`src/rtl/mem_pkg.sv`:
```
// mem_pkg: shared FSM state and memory access type encodings
package mem_pkg;
  typedef enum logic [2:0] {IDLE, ISSUE0, WAIT0, ISSUE1, WAIT1, DONE} state_e;
  localparam logic [1:0] MT_WORD = 2'b00;
  localparam logic [1:0] MT_BYTE = 2'b01;
  localparam logic [1:0] MT_HALF = 2'b10;
endpackage

```
`src/rtl/mem_lane_align.sv`:
```
// mem_lane_align: byte-lane mask, store data positioning and load extract/extend
//   off_i/type_i/sign_i  access offset, size and load extension mode
//   wdata_i              right-aligned store data
//   rdata0_i/rdata1_i    read words of beat 0 and beat 1
//   split_o              access crosses a word boundary
//   be0_o/be1_o          byte lanes of beat 0 and beat 1
//   wdata0_o/wdata1_o    lane-positioned store data per beat
//   rdata_o              reassembled, extended load data
module mem_lane_align
  import mem_pkg::*;
(
  input  logic [1:0]  off_i,
  input  logic [1:0]  type_i,
  input  logic        sign_i,
  input  logic [31:0] wdata_i,
  input  logic [31:0] rdata0_i,
  input  logic [31:0] rdata1_i,
  output logic        split_o,
  output logic [3:0]  be0_o,
  output logic [3:0]  be1_o,
  output logic [31:0] wdata0_o,
  output logic [31:0] wdata1_o,
  output logic [31:0] rdata_o
);
  logic [3:0]  m;
  logic [7:0]  be_w;
  logic [31:0] wmask;
  logic [63:0] wd_w;
  logic [31:0] rd_w;
  assign m = type_i == MT_BYTE ? 4'b0001 : type_i == MT_HALF ? 4'b0011 : 4'b1111;
  assign wmask = {{8{m[3]}}, {8{m[2]}}, {8{m[1]}}, {8{m[0]}}};
  // Lanes above 3 after shifting belong to the second (next word) beat
  assign be_w = {4'b0000, m} << off_i;
  assign wd_w = {32'b0, wdata_i & wmask} << {off_i, 3'b000};
  assign rd_w = 32'({rdata1_i, rdata0_i} >> {off_i, 3'b000});
  assign split_o = |be_w[7:4];
  assign be0_o = be_w[3:0];
  assign be1_o = be_w[7:4];
  assign wdata0_o = wd_w[31:0];
  assign wdata1_o = wd_w[63:32];
  assign rdata_o = type_i == MT_BYTE ? {{24{~sign_i & rd_w[7]}}, rd_w[7:0]} :
                   type_i == MT_HALF ? {{16{~sign_i & rd_w[15]}}, rd_w[15:0]} : rd_w;
endmodule

```
`src/rtl/mem_access_ctrl.sv`:
```
// mem_access_ctrl: core load/store to word bus bridge with misaligned split support
//   clk_i/rst_n_i         clock, asynchronous active-low reset
//   MemReq_i..WData_i     core request (held until Done_o), latched on accept
//   Stall_o/RData_o/Done_o core stall, extended load data, completion pulse
//   BusReq_o..BusWData_o  one-beat-at-a-time word bus request
//   BusGnt_i/BusRValid_i/BusRData_i  bus grant and read return
module mem_access_ctrl
  import mem_pkg::*;
#(
  parameter int DATA_WIDTH = 32
) (
  input  logic                  clk_i,
  input  logic                  rst_n_i,
  input  logic                  MemReq_i,
  input  logic                  MemWrite_i,
  input  logic [1:0]            MemType_i,
  input  logic                  MemSign_i,
  input  logic [DATA_WIDTH-1:0] Addr_i,
  input  logic [DATA_WIDTH-1:0] WData_i,
  output logic                  Stall_o,
  output logic [DATA_WIDTH-1:0] RData_o,
  output logic                  Done_o,
  output logic                  BusReq_o,
  output logic                  BusWe_o,
  output logic [DATA_WIDTH-1:0] BusAddr_o,
  output logic [3:0]            BusBe_o,
  output logic [DATA_WIDTH-1:0] BusWData_o,
  input  logic                  BusGnt_i,
  input  logic                  BusRValid_i,
  input  logic [DATA_WIDTH-1:0] BusRData_i
);
  state_e                state_q;
  logic                  we_q;
  logic                  sign_q;
  logic [1:0]            type_q;
  logic [DATA_WIDTH-1:0] addr_q;
  logic [DATA_WIDTH-1:0] wdata_q;
  logic [DATA_WIDTH-1:0] rd0_q;
  logic [DATA_WIDTH-1:0] rdata_q;
  logic                  split;
  logic                  issue;
  logic [3:0]            be0;
  logic [3:0]            be1;
  logic [31:0]           wd0;
  logic [31:0]           wd1;
  logic [31:0]           rd0;
  logic [31:0]           rext;
  // In WAIT0 the live bus word is beat 0, so the final value can be registered on the same edge
  assign rd0 = state_q == WAIT0 ? BusRData_i : rd0_q;
  mem_lane_align u_align (
    .off_i    (addr_q[1:0]),
    .type_i   (type_q),
    .sign_i   (sign_q),
    .wdata_i  (wdata_q),
    .rdata0_i (rd0),
    .rdata1_i (BusRData_i),
    .split_o  (split),
    .be0_o    (be0),
    .be1_o    (be1),
    .wdata0_o (wd0),
    .wdata1_o (wd1),
    .rdata_o  (rext)
  );
  assign issue      = state_q == ISSUE0 || state_q == ISSUE1;
  assign BusReq_o   = issue;
  assign BusWe_o    = issue & we_q;
  assign BusAddr_o  = issue ? {addr_q[31:2], 2'b00} + (state_q == ISSUE1 ? 32'd4 : 32'd0) : '0;
  assign BusBe_o    = state_q == ISSUE0 ? be0 : state_q == ISSUE1 ? be1 : 4'b0000;
  assign BusWData_o = !BusWe_o ? '0 : state_q == ISSUE1 ? wd1 : wd0;
  assign Done_o     = state_q == DONE;
  assign Stall_o    = MemReq_i & ~Done_o;
  assign RData_o    = rdata_q;
  always_ff @(posedge clk_i or negedge rst_n_i) begin
    if (!rst_n_i) begin
      state_q <= IDLE;
      we_q    <= 1'b0;
      sign_q  <= 1'b0;
      type_q  <= MT_WORD;
      addr_q  <= '0;
      wdata_q <= '0;
      rd0_q   <= '0;
      rdata_q <= '0;
    end else begin
      case (state_q)
        IDLE: if (MemReq_i) begin
          state_q <= ISSUE0;
          we_q    <= MemWrite_i;
          sign_q  <= MemSign_i;
          type_q  <= MemType_i;
          addr_q  <= Addr_i;
          wdata_q <= WData_i;
        end
        ISSUE0: if (BusGnt_i) begin
          state_q <= !we_q ? WAIT0 : split ? ISSUE1 : DONE;
          if (we_q && !split) rdata_q <= '0;
        end
        WAIT0: if (BusRValid_i) begin
          rd0_q   <= BusRData_i;
          state_q <= split ? ISSUE1 : DONE;
          if (!split) rdata_q <= rext;
        end
        ISSUE1: if (BusGnt_i) begin
          state_q <= we_q ? DONE : WAIT1;
          if (we_q) rdata_q <= '0;
        end
        WAIT1: if (BusRValid_i) begin
          state_q <= DONE;
          rdata_q <= rext;
        end
        default: state_q <= IDLE;
      endcase
    end
  end
endmodule

```
`config.mk`:
```
export PLATFORM = sky130hd
export DESIGN_NAME = mem_access_ctrl
export DESIGN_NICKNAME = d
export VERILOG_FILES = /design/src/rtl/mem_pkg.sv /design/src/rtl/mem_lane_align.sv /design/src/rtl/mem_access_ctrl.sv
export SDC_FILE = /design/constraint.sdc
export NUM_CORES = 1
export LEC_CHECK = 0
export CAP_MARGIN = 20
export CORE_AREA = 2 2 135 137
export DETAILED_ROUTE_END_ITERATION = 7
export DIE_AREA = 0 0 137 139
export HOLD_SLACK_MARGIN = 0.08
export PLACE_DENSITY = 0.81
export SYNTH_ARGS = -nofsm -noshare
export SYNTH_HDL_FRONTEND = slang
export SYNTH_HIERARCHICAL = 1
export SYNTH_SLANG_ARGS = --single-unit
```
`constraint.sdc`:
```
create_clock -name clk_i -period 4.1 [get_ports clk_i]
set_clock_uncertainty 0.2 [all_clocks]
set_input_delay 0.41 -clock clk_i [delete_from_list [all_inputs] [get_ports clk_i]]
set_output_delay 0.41 -clock clk_i [all_outputs]
set_load 0.005 [all_outputs]
```
## Word-level counts from Yosys, hierarchy flattened

Index checks and enable logic that the tools add are counted.
Widths: inputs -> output; s select.

| word-level totals | value |
|---|---|
| output and inout port bits | 104 |
| logic and storage cells | 72 |
| flip-flop bits (word level) | 135 |
| bits of input ports | 105 |

| cells by class | value |
|---|---|
| shift-type cells | 3 |
| eq/ne operators | 15 |
| multiplexer cells | 28 |
| bitwise logic cells | 7 |
| reductions and logical operators | 10 |
| $add $sub $neg | 1 |

Operators by type and width:

| kind | number |
|---|---|
| $mux 32 | 13 |
| $pmux 32 s4 | 1 |
| $shl 32x5->64 | 1 |
| $shr 64x5->32 | 1 |
| $add 32x3->32 | 1 |
| $and 32x32->32 | 1 |
| $mux 3 | 8 |
| $mux 4 | 4 |
| $pmux 3 s5 | 1 |
| $ne 2x2->1 const B | 7 |
| $reduce_and 8->1 | 1 |
| $shl 4x2->8 | 1 |
| $eq 3x2->1 const B | 2 |
| $eq 3x3->1 const B | 2 |
| $reduce_and 5->1 | 1 |
| $and 1x1->1 | 4 |
| $reduce_and 2->1 | 2 |
| $reduce_bool 4->1 | 1 |
| $reduce_or 4->1 | 1 |
| $eq 3x1->1 const B | 1 |
| $logic_not 3->1 | 1 |
| $eq 2x1->1 const B | 1 |
| $eq 2x2->1 const B | 1 |
| $ne 2x1->1 const B | 1 |
| other kinds (5) | 6 |

## Depth between registers and ports, before layout

| depth | value |
|---|---|
| depth after elaboration | 10 |
| depth in mapped cells | 12 |
| gate-level depth less buffers | 9 |

## By module

The synthesis kept the hierarchy.

Modules (own cells, without submodules):

| module | cells an instance | seq. area each (um2) | area each (um2) | instances |
|---|---|---|---|---|
| mem_access_ctrl | 627 | 3378.2 | 6844.1 | 1 |
| mem_lane_align | 254 | 0.0 | 2040.7 | 1 |

## Least setup slack after synthesis

OpenSTA, ideal clock, no wires.

| timing | value |
|---|---|
| path kind | register -> output |
| start | register state_q[2] |
| end | output BusAddr_o[30] |
| path buffers | 3 |
| data required time | 3490 ps |
| slack | 492 ps |
| arrival time | 2998 ps |
| cell stages (with the launch flop) | 13 |
| cells stage by stage | dfrtp_1 -> nand2b_1 -> clkbuf_8 -> clkinv_1 -> nand2_1 -> inv_1 -> buf_1 -> ha_1 -> nand4_1 -> or4_1 -> buf_4 -> or4_1 -> a21oi_1 |

| between the ends | value |
|---|---|
| elaborated cells between the ends (all ways) | 6 |

RTL lines:

| element | RTL line | text |
|---|---|---|
| start, declared | mem_access_ctrl.sv:32 | `state_e state_q;` |
| start signal, assigned | mem_access_ctrl.sv:94 | `state_q <= !we_q ? WAIT0 : split ? ISSUE1 : DONE;` |
| start signal, assigned | mem_access_ctrl.sv:99 | `state_q <= split ? ISSUE1 : DONE;` |
| start signal, assigned | mem_access_ctrl.sv:103 | `state_q <= we_q ? DONE : WAIT1;` |
| $eq 3x1->1 / $eq 3x2->1 (equally long branches) | mem_access_ctrl.sv:64 | `assign issue = state_q == ISSUE0 \|\| state_q == ISSUE1;` |
| $logic_or 1x1->1 * | mem_access_ctrl.sv:64 |  |
| via BusReq_o | mem_access_ctrl.sv:23 | `output logic BusReq_o,` |
| $mux 32 * | mem_access_ctrl.sv:67 | `assign BusAddr_o = issue ? {addr_q[31:2], 2'b00} + (state_q == ISSUE1 ? 32'd4 : 32'd0) : '0;` |
| end, declared | mem_access_ctrl.sv:25 | `output logic [DATA_WIDTH-1:0] BusAddr_o,` |

Mark *: on every way through the listed nets, which the timed path passes. The rest lies on a longest branch.

## Final worst setup path

| timing | value |
|---|---|
| start | register state_q[2] |
| end | output BusAddr_o[21] |

| between the ends | value |
|---|---|
| word-level cells in the longest chain between the ends | 4 |
| elaborated cells between the ends (all ways) | 6 |

Ends and longest elaborated chain:

| element | RTL line |
|---|---|
| $eq 3x2->1 | mem_access_ctrl.sv:64, mem_access_ctrl.sv:67 |
| $mux 3 | mem_access_ctrl.sv:67 |
| $add 32x3->32 | mem_access_ctrl.sv:67 |
| $mux 32 * | mem_access_ctrl.sv:67 |

Every way passes the cells marked *; elsewhere a longest branch is shown, timed or not.

==> summary.md <==
The logs give 0.559 for the combinational cell fraction of total power and 83 for the pin count of the biggest net entering global routing. Once detailed placement completed, the half-perimeter wirelength came to 17.0 mm. Across all register-to-register paths, the minimum setup slack is 0.85 ns. The first-pass iteration count of the detailed router came out at 5. Internal power comes to 5.85 mW. The worst setup slack before clock tree synthesis came out at 0.540 ns. The share of the cycle needed by the critical path after routing is 0.957.

The most frequently used flop master after synthesis was sky130_fd_sc_hd__dfrtp_1. The post-synthesis cell type count came out at 61. For hold timing, the worst endpoint is rd0_q[28]. The critical path is of the reg -> out type. The synthesized netlist occupies a cell area of 8880 µm². The tools report the sequential fraction of the synthesis area as 0.380. The cell count of the worst hold path came out at 1.

Wire length of the first global-routing pass: 38.7 mm. Relative to the synthesized area, the layout overhead comes to 31.7%. In this run the power density over the cells is 825 nW/µm². The top cell family by delay on the critical path is simple AND/OR/NAND/NOR gates. The critical-path maximum fanout works out to 10. Master of the slowest instance on the critical path: sky130_fd_sc_hd__or4_4. The slew at the pin closest to its max-slew limit is 0.979 ns, and the number of DRC markers after the initial detailed-route iteration is 718. The setup fix buffers added after clock tree synthesis is 0.

In the final layout, the multi-input gates occupy 5060 µm². The die is 137 µm wide. Counting the buffers created by CTS gives 17.

The switching share of power works out to 0.394. Worst endpoint data arrival time: 3.31 ns. The tools report the initial cell density of the core as 0.503. The die boundary height is 139 µm, and the number of global-route vias before repair is 7341.

The number of flops mapped to enable cells by yosys was 0; the worst slew slack as a fraction of its limit was 0.345. The total area of sequential cells came out at 3380 µm². The clock transition time at the flip-flop clock pins of the worst setup and hold paths came out at 0.05 ns. The tools report the number of warnings printed during yosys synthesis as 6. Leaving out fill and tap cells, the most frequent cell in the layout is sky130_fd_sc_hd__clkdlybuf4s50_1.

Clock tree synthesis found a total of 135 sinks. The top cell types in the final layout, fill and taps aside, are sky130_fd_sc_hd__clkdlybuf4s50_1 (205), sky130_fd_sc_hd__dfrtp_1 (133), sky130_fd_sc_hd__mux2_2 (133). The top-area cell type share of the netlist area was 0.380.

The average wire per standard cell is 18.9 µm. Share of layout cells above drive strength 1: 0.217. For the total number of H-tree levels, the log shows 4. Number of instances in the synthesized netlist: 881. The tools report the total wire length as 24.5 mm. The worst ir drop on vdd was 495 µV; the number of inserted diodes was 0. The detail route stage leaves a number of antenna-violating nets equal to 0. The worst setup path is launched from a flop. The worst register-to-register path begins at addr_q[0]. A synthesized cell averages 10.1 µm².

The largest area contributor in the synthesized netlist was sky130_fd_sc_hd__dfrtp_1. The count of buffers inserted at the top-level ports was 206. The run gives 255 MHz as the highest attainable clock frequency. The run gives 7663 as the number of vias after detailed routing. The run gives 0.275 as the sequential fraction of design power. STA classifies the critical path endpoint as an output pin.

Setup repair after global routing could not meet its margin everywhere. The run finished with clean final reports. The clock passes through at most 2 buffers. Summed over all layers, the global routing overflow is 0. Fraction of synthesis flops using an asynchronous set or reset pin: 1.00. For the worst setup path, the data required time is 3.49 ns.

Combined global-route utilization of all metal layers: 0.259. The tool flagged a number of max-cap violations equal to 0. The net count of the finished layout is 1166. The flip-flop and latch count after synthesis is 135. The vias per cell is 5.91. The run gives 1359 as the final-layout fill cell count.

The worst register-to-register path has a depth of 5. The tools report the DRC violations left as 0. TritonCTS built the clock tree. Slack of the critical path: 0.178 ns. For this design the static power due to leakage is 4.68 nW. Setup violations remaining at the end of the flow were counted as 0. The routed design could run at a clock period as short as 3.92 ns. The signal on the critical path passes through nand2b_1 -> clkinv_1 -> nand2_1 -> inv_1 -> ha_1 -> nand4_1 -> or4_4 -> or4_1 -> a21oi_1 -> clkdlybuf4s50_1. For the number of rows created at floorplan, the log shows 49. At the later pin of the worst-skew pair, clock insertion delay measures 0.42 ns.

In this run the worst hold path is classified as reg -> reg. Final number of max-transition violations: 0. Master cell of the clock root buffer: sky130_fd_sc_hd__clkbuf_16.

Share of power burned in the clock network: 0.165. The die outline area came out at 19000 µm². The hold violation total from the final report is 0, and the total core area is 17700 µm².

The delay of the slowest cell on the worst path was 0.54 ns. 209 I/O pins were placed. In the post-synthesis netlist, the biggest area contributors are sky130_fd_sc_hd__dfrtp_1 (38%), sky130_fd_sc_hd__mux2_2 (17%), sky130_fd_sc_hd__mux4_2 (7.4%), sky130_fd_sc_hd__nand2_1 (5.4%), sky130_fd_sc_hd__a22o_1 (3.4%). The number of buffers and inverters on the critical path is 3.

Routability-driven placement finished with a final weighted congestion of 0.866. Total power for the finished layout comes to 9.65 mW. The launch point of the worst hold path was rd0_q[28]. For this design the total switching power over the nets is 3.80 mW.

The tools report the endpoint of the worst-slack reg-to-reg timing path as RData_o[31]. Number of antenna violations at the first check in global routing: 1.
-- per-stage QoR --
step | util | TNS [ns] | hold WS [ns] | cell area, µm² | std cells
final | 0.663 | 0 | 0.299 | 11700 | 1297
after detailed placement | 0.623 | 0 | 0.279 | 11000 | 1263
after global routing | 0.663 | -0.0642 | 0.312 | 11700 | 1297
after CTS | 0.659 | 0 | 0.304 | 11600 | 1295
after global placement | 0.623 | 0 | 0.266 | 11000 | 1263
after floorplan | - | 0 | -0.0856 | 8920 | 890
-- cell families (layout without fill, tap and decap cells) --
family / Yosys count / in the layout / synth area share
other cells: 2 / 11 / 0.000845
mux: 172 / 172 / 0.256
compound gates: 165 / 165 / 0.124
xor+xnor: 12 / 12 / 0.0118
flops: 135 / 135 / 0.380
buf+inv: 99 / 277 / 0.0569
simple gates: 291 / 291 / 0.163
fa+ha+maj: 5 / 5 / 0.00704
-- timing repair --
action / CTS / global route
hold buffers: 1 / 0
gates resized for setup: 0 / 3
endpoints found under the hold margin: 80 / 0
setup endpoints to repair: 0 / 9
-- cells in the mapped netlist (2+ instances only) --
library cell                instances
sky130_fd_sc_hd__nand4_1            7
sky130_fd_sc_hd__nand3_1           33
sky130_fd_sc_hd__a32oi_1            8
sky130_fd_sc_hd__buf_6              6
sky130_fd_sc_hd__a41o_1             2
sky130_fd_sc_hd__and4_1             3
sky130_fd_sc_hd__and3_1            12
sky130_fd_sc_hd__mux2_2           133
sky130_fd_sc_hd__dfrtp_1          135
sky130_fd_sc_hd__o311ai_0           3
sky130_fd_sc_hd__nor4_1             3
sky130_fd_sc_hd__nor2_1            37
sky130_fd_sc_hd__nand2_1          128
sky130_fd_sc_hd__a31oi_1            2
sky130_fd_sc_hd__and2_1            19
sky130_fd_sc_hd__clkbuf_1          36
sky130_fd_sc_hd__xor2_1             6
sky130_fd_sc_hd__o31ai_1            7
sky130_fd_sc_hd__a22o_1            34
sky130_fd_sc_hd__nor3_1             3
sky130_fd_sc_hd__conb_1             2
sky130_fd_sc_hd__ha_1               5
sky130_fd_sc_hd__buf_1              4
sky130_fd_sc_hd__buf_2             20
sky130_fd_sc_hd__mux2i_1            7
sky130_fd_sc_hd__a21oi_1           57
sky130_fd_sc_hd__buf_4             14
sky130_fd_sc_hd__o21ai_0           35
sky130_fd_sc_hd__or4_1             10
sky130_fd_sc_hd__clkinv_1           2
sky130_fd_sc_hd__nor3b_1           10
sky130_fd_sc_hd__inv_1             15
sky130_fd_sc_hd__nor2b_1            8
sky130_fd_sc_hd__nand2b_1           3
sky130_fd_sc_hd__a21o_1             2
sky130_fd_sc_hd__o2bb2ai_1          8
sky130_fd_sc_hd__or3_1              5
sky130_fd_sc_hd__xnor2_1            6
sky130_fd_sc_hd__mux4_2            29
-- registers in the layout, indices dropped and copies added, names as in the netlist --
register,flops
sign_q,1
wdata_q,32
rd0_q,32
we_q,1
RData_o,32
state_q,3
type_q,2
addr_q,32
-- power groups by stage --
stage | clock network [mW] | logic (mW) | registers, mW
2_1_floorplan | 0 | 3.71 | 2.42
3_3_place_gp | 0 | 5.14 | 2.62
3_5_place_dp | 0 | 5.25 | 2.65
4_1_cts | 1.61 | 5.29 | 2.64
5_1_grt | 1.68 | 5.84 | 2.75
6_report | 1.60 | 5.40 | 2.66
-- routing by layer --
metal  part of all wire  track usage  wire length (µm)
met1               0.42        0.346             10300
met2               0.48        0.414             11800
met3              0.065       0.0519              1580
met4              0.028        0.103               691
met5            0.00053            0                13
-- how the worst max path moves through the flow --
stage / startpoint / end / slack, ns / depth (start not counted)
floorplan: state_q[2] / BusAddr_o[30] / 0.49 / 12
global route: state_q[2] / BusAddr_o[21] / -0.06 / 10
global placement: state_q[2] / BusAddr_o[26] / 0.62 / 10
detailed placement: state_q[2] / BusAddr_o[26] / 0.54 / 10
finish: state_q[2] / BusAddr_o[21] / 0.18 / 10
CTS: state_q[2] / BusAddr_o[26] / 0.09 / 10
-- layout make-up --
class | count | area share
inverters | 17 | 0.00545
flip-flops and latches | 135 | 0.289
clock inverters | 11 | 0.0126
clock buffers | 20 | 0.0399
repair buffers | 229 | 0.196
multi-input cells | 656 | 0.433
well taps | 229 | 0.0245
Power figures use the tool's default switching activity.
==> edit 1 (same settings) <==
Re-encode `state_e` (6 states) as one-hot, 6 bits wide.
--- a/src/rtl/mem_pkg.sv
+++ b/src/rtl/mem_pkg.sv
@@ -1,6 +1,6 @@
 // mem_pkg: shared FSM state and memory access type encodings
 package mem_pkg;
-  typedef enum logic [2:0] {IDLE, ISSUE0, WAIT0, ISSUE1, WAIT1, DONE} state_e;
+  typedef enum logic [5:0] {IDLE = 6'b000001, ISSUE0 = 6'b000010, WAIT0 = 6'b000100, ISSUE1 = 6'b001000, WAIT1 = 6'b010000, DONE = 6'b100000} state_e;
   localparam logic [1:0] MT_WORD = 2'b00;
   localparam logic [1:0] MT_BYTE = 2'b01;
   localparam logic [1:0] MT_HALF = 2'b10;
Function: same outputs for any inputs over 4 cycles, from zero or initial values and one cycle with rst_n_i low; so few cycles prove little.
==> edit 1 against the original RTL <==
  * Utilization rose by 2.1 points
  * Sequential cell count grew 3
  * Highest routed layer is now met4
  * Wire length up 1.3%
  * Synthesized area up 4.5%
  * Setup slack worse by 0.031 ns
  * Design area increased by 3.2%
  * Total power shrank 13%
==> edit 1: results (changes against the original RTL) <==
| Metric | Value |
|---|---|
| Outcome | `finished clean` |
| Max VDD drop | `384 uV (-22%)` |
| Worst-path fanout max | `8 (-2)` |
| PD cells | `693 nW/um^2 (-16%)` |
| DR iter-0 viols | `569 (-21%)` |
| Leakage power | `4.97 nW (+6.2%)` |
| GR Util All Layers | `0.266 (+0.00685)` |
| Synth top area cells | `dfrtp_1 37%, mux2_2 17%, mux4_2 7.0%` |
| CTS H-tree lvls | `4 (unchanged)` |
| CTS Buf Count | `17 (unchanged)` |
| First-pass GRT wire length | `39900 um (+3.2%)` |
| HP Start | `rd0_q[21]` |
| Largest net degree at the start of global routing | `89 (+7.2%)` |
| Hpwl dp | `17500 um (+3.3%)` |
| Synth cell count leaders | `158 x nand2_1, 143 x mux2_2, 137 x dfrtp_1` |
| Worst skew pair latency | `0.43 ns` |
| Yosys cell types | `58 (-4.9%)` |
| Post-synthesis sequential area ratio | `0.372 (-0.00798)` |
| Metal3 WL | `1830 um (+16%)` |
| Place WS | `0.314 ns (-0.225 ns)` |
| Final WL | `24800 um (+1.3%)` |
| Fill count | `1387 (+2.1%)` |
| Reg-to-reg startpoint | `type_q[0]` |
| Arrival time at the worst endpoint | `3.34 ns (+0.03 ns)` |
| Finish-stage setup viols | `0 (unchanged)` |
| Initial antenna violation count | `2 (+1)` |
| Hold Path Class | `reg2reg` |
| Asr flop ratio synth | `1.00 (unchanged)` |
| Met1 WL | `10500 um (+1.8%)` |
| GR Util met2 | `0.412 (-0.00157)` |
| Top Layer Used | `met4` |
| Routing usage on met1 | `0.368 (+0.0220)` |
| DP Area | `11500 um^2 (+4.1%)` |
| CP max stage cell | `or4_4` |
| Clock buffer depth | `2 (unchanged)` |
| Met2 wire length | `11900 um (+0.33%)` |
| Port buffer count | `206 (unchanged)` |
| Pre-Repair DR Iteration Count | `7 (+2)` |
| Yosys warns | `6 (unchanged)` |
| Clock Tree Root | `clkbuf_16` |
| Clock slew at reported path FFs | `0.06 ns` |
| Worst setup path start | `state_q[5]` |
| Met3 Resource Use GR | `0.0643 (+0.0124)` |
| RD Place Congestion | `0.934 (+7.8%)` |
| Max incr delay on CP | `0.59 ns (+0.05 ns)` |
| Vias in the first global route | `7662 (+4.4%)` |
| Cell-internal power | `0.00508 W (-13%)` |
| Worst slew pin tran | `0.853 ns (-0.126 ns)` |
| Nets | `1230 (+5.5%)` |
| Layout cell share with drive strength beyond 1 | `0.218 (+0.000777)` |
| Vias per cell | `5.78 (-2.1%)` |
[edit 1: cell types whose count changed in the layout (fill, tap and decap cells not counted), moves of 7 or more]
| cell | unedited run | this run |
|---|---|---|
| mux2i_1 | 7 | 42 |
| inv_1 | 15 | 45 |
| a22o_1 | 34 | 4 |
| nand2_1 | 128 | 158 |
| o21ai_0 | 35 | 22 |
| nand2b_1 | 3 | 10 |
| nand3_1 | 33 | 40 |
| mux2_2 | 133 | 143 |
[edit 1: worst max-delay path: cells and delay by family, from the launching register on]
kind / cells / cell delay, ns
simple gates: 5 / 1.35
buf+inv: 3 / 0.79
flops: 1 / 0.47
fa+ha+maj: 1 / 0.16
compound gates: 1 / 0.14
[edit 1: cell families (layout without fill, tap and decap cells)]
logic type | after synthesis | after routing | synth area share
other | 2 | 13 | 0.000809
AND/OR/NAND/NOR | 332 | 332 | 0.177
buffers and inverters | 126 | 309 | 0.0636
adder cells (fa/ha/maj) | 5 | 5 | 0.00674
multiplexers | 216 | 216 | 0.294
XOR/XNOR | 13 | 13 | 0.0123
flip-flops | 138 | 138 | 0.372
AO/OA/AOI/OAI | 109 | 109 | 0.0738
[edit 1: metrics by stage]
| step | hold slack (ns) | TNS [ns] | total power, W | cells |
|---|---|---|---|---|
| 5_1_grt | 0.319 | -0.00418 | 0.00893 | 1364 |
| 3_5_place_dp | 0.289 | 0 | 0.00682 | 1327 |
| 6_report | 0.303 | 0 | 0.00837 | 1364 |
| 2_1_floorplan | -0.0856 | 0 | 0.00544 | 950 |
| 3_3_place_gp | 0.282 | 0 | 0.00669 | 1327 |
| 4_1_cts | 0.304 | 0 | 0.00834 | 1360 |
[edit 1: repair_timing]
item                       4_1_cts  5_1_grt
setup buffers                    0        2
hold endpoints to repair        85        0
gates resized for setup          1        4
pin swaps                        0        1
hold buffers                     1        0
setup endpoints to repair        5        8
[edit 1: worst paths after layout]
path | endpoint | cells after the start | slack [ns]
worst min-delay path | rd0_q[21] | 1 | 0.30
max in group asynchronous | RData_o[8] | 3 | 2.35
worst max register to register | RData_o[5] | 10 | 0.83
min in group asynchronous | rd0_q[29] | 2 | 0.41
worst max-delay path | BusAddr_o[24] | 10 | 0.15
worst min register to register | rd0_q[21] | 1 | 0.30
[edit 1: power groups by stage]
stage                     registers [W]  clock network [W]  logic, W
after floorplan                 0.00243                  0   0.00301
after global placement          0.00258                  0   0.00411
after detailed placement        0.00262                  0   0.00420
after CTS                       0.00260            0.00150   0.00424
after global routing            0.00271            0.00156   0.00466
final                           0.00261            0.00148   0.00427
[edit 1: final cells by class]
class	instances	share of cell area
antenna	2	0.000415
clock buffer	18	0.0364
clock inverter	14	0.0106
inverter	47	0.0146
multi-input combinational	686	0.439
sequential	138	0.286
tap	229	0.0237
timing repair buffer	230	0.189
==> edit 2 (same settings) <==
Without the edit above. Make the reset (`rst_n_i`) synchronous in one clocked block. Comments in the files are not updated.
--- a/src/rtl/mem_access_ctrl.sv
+++ b/src/rtl/mem_access_ctrl.sv
@@ -70,7 +70,7 @@
   assign Done_o     = state_q == DONE;
   assign Stall_o    = MemReq_i & ~Done_o;
   assign RData_o    = rdata_q;
-  always_ff @(posedge clk_i or negedge rst_n_i) begin
+  always_ff @(posedge clk_i) begin
     if (!rst_n_i) begin
       state_q <= IDLE;
       we_q    <= 1'b0;
Formal check against the unedited RTL: differs if rst_n_i is asserted again (counterexample within 4 cycles, from zero or initial values and one cycle with rst_n_i low); with rst_n_i held inactive, the same outputs for 4 cycles.
==> edit 2 against the original RTL <==
  * Final cell count is 20% higher
  * Design area rose by 0.11%
  * Die area did not move
  * Sequential share of layout area fell by 5.8 points
  * Wire length is 11% higher
  * Synthesized area up 1.1%
  * Synthesized cell count is 32% higher
  * Setup slack got worse by 0.027 ns
  * Sequential cell count stayed put
  * Via count up 17%
  * First-iteration DRC count increased by 43%
  * Critical path type unchanged
  * Largest cell class unchanged
Power is not compared: it rests on default switching activity, and its combinational part moved more than twofold at a synthesized area within 25%.
==> edit 2: results (changes against the original RTL) <==
| Metric | Value |
|---|---|
| Grt ovf | `0 (unchanged)` |
| Arrival time at the worst endpoint | `3.34 ns (+0.03 ns)` |
| RD Place Congestion | `0.911 (+5.2%)` |
| Flop2flop setup slack | `0.74 ns (-0.11 ns)` |
| Yosys warns | `6 (unchanged)` |
| Worst slew pin tran | `0.872 ns (-0.107 ns)` |
| Nets | `1427 (+22%)` |
| Synth top area cells | `dfxtp_1 30%, nand2_1 16%, a21boi_0 8.4%` |
| Yosys cell types | `57 (-6.6%)` |
| Post-DRT Antenna Nets | `0 (unchanged)` |
| Max incr delay on CP | `0.61 ns (+0.07 ns)` |
| Post-Synthesis Cells | `1167 (+32%)` |
| Worst skew pair latency | `0.42 ns (about the same)` |
| Cell family with most CP delay | `simple AND/OR/NAND/NOR gates` |
| GR Util met2 | `0.444 (+0.0299)` |
| Hold path depth | `2 (+1)` |
| Non-Filler Instances | `1556 (+20%)` |
| First-pass GRT wire length | `43000 um (+11%)` |
| CTS Buf Count | `17 (unchanged)` |
| CTS H-tree lvls | `4 (unchanged)` |
| GR Util All Layers | `0.284 (+0.0244)` |
| HP Start | `RData_o[22]` |
| Met3 Resource Use GR | `0.0716 (+0.0197)` |
| Worst r2r dst | `RData_o[19]` |
| Largest net degree at the start of global routing | `81 (-2.4%)` |
| Clock slew at reported path FFs | `0.06 ns` |
| Initial antenna violation count | `0 (-1)` |
| Pre-Repair DR Iteration Count | `8 (+3)` |
| Drc violations | `0 (unchanged)` |
| Final WL | `27200 um (+11%)` |
| Hold Path Class | `reg2reg` |
| Clock buffer depth | `2 (unchanged)` |
| Post-Place Cells | `1524 (+21%)` |
| Main flop type after synthesis | `dfxtp_1` |
| Asr flop ratio synth | `0 (-1.00)` |
| R2R depth | `9 (+4)` |
| Layout cell share with drive strength beyond 1 | `0.107 (-0.110)` |
| DP Area | `11100 um^2 (+0.58%)` |
| DR iter-0 viols | `1025 (+43%)` |
| Max cap viols | `0 (unchanged)` |
| Synth cell count leaders | `386 x nand2_1, 135 x dfxtp_1, 100 x a21boi_0` |
| Vias in the first global route | `8219 (+12%)` |
| CP max stage cell | `or4_4` |
| Hpwl dp | `19100 um (+12%)` |
| Clock Tree Root | `clkbuf_16` |
| Worst-path fanout max | `13 (+3)` |
| Max VDD drop | `333 uV` |
| Reg-to-reg startpoint | `type_q[0]` |
| Routing usage on met1 | `0.386 (+0.0402)` |
| Port buffer count | `206 (unchanged)` |
| Hold EP | `RData_o[22]` |
| Leakage power | `4.10 nW` |
| Vias per cell | `5.78 (-2.1%)` |
| Post-synthesis sequential area ratio | `0.301 (-0.0793)` |
| ANT cells | `0 (unchanged)` |
| Outcome | `finished clean` |
edit 2: metal layers:
layer  vias up  part of all wire
met1      4247              0.42
met5         -                 0
met3        45             0.093
li1       4290                 -
met2       418              0.46
met4         0             0.020
edit 2: cell families after synthesis:
kind of cell               count (synthesis)  synth area share
other                                      2          0.000836
and+or+nand+nor                          557             0.275
adders and majority gates                  5           0.00697
muxes                                    111             0.172
xor gates and xnor gates                  12            0.0117
DFF                                      135             0.301
buffers and inverters                    121            0.0624
AOI/OAI and AO/OA                        224             0.170
edit 2: area by class of cell:
cell class,instances,area [um^2]
repair buffers,231,2300
clock buffers,18,439
inverters,12,45.0
multi-input cells,920,5790
flip-flops and latches,135,2710
well taps,229,287
fillers,1518,5940
clock inverters,11,151
edit 2: per-stage QoR:
stage	TNS, ns	hold slack, ns	worst slack [ns]
2_1_floorplan	0	0.241	0.367
3_3_place_gp	0	0.242	0.437
3_5_place_dp	0	0.247	0.356
4_1_cts	0	0.260	0.0290
5_1_grt	-0.0281	0.273	-0.00964
6_report	0	0.256	0.151
edit 2: power breakdown:
| group | switching (W) | internal (W) |
|---|---|---|
| Sequential | 0.000118 | 0.00141 |
| Clock | 0.000591 | 0.000963 |
| Combinational | 0.000688 | 0.000553 |
edit 2: timing repair:
| action | 4_1_cts | 5_1_grt |
|---|---|---|
| pin swaps | 0 | 1 |
| resized for setup | 1 | 2 |
| setup buffers | 0 | 2 |
| setup endpoints to repair | 2 | 16 |
edit 2: how the worst max path moves through the flow:
stage,endpoint,from
3_5_place_dp,BusAddr_o[24],state_q[2]
6_report,BusAddr_o[24],state_q[2]
2_1_floorplan,BusAddr_o[20],state_q[2]
5_1_grt,BusAddr_o[31],state_q[2]
4_1_cts,BusAddr_o[24],state_q[2]
3_3_place_gp,BusAddr_o[20],state_q[2]
edit 2: worst register-to-register path, delay by kind of cell (launching register included):
family | cells | cell delay, ns
compound gates | 3 | 0.69
buf+inv | 2 | 0.54
fa+ha+maj | 1 | 0.54
simple gates | 2 | 0.65
mux | 1 | 0.28
flops | 1 | 0.37
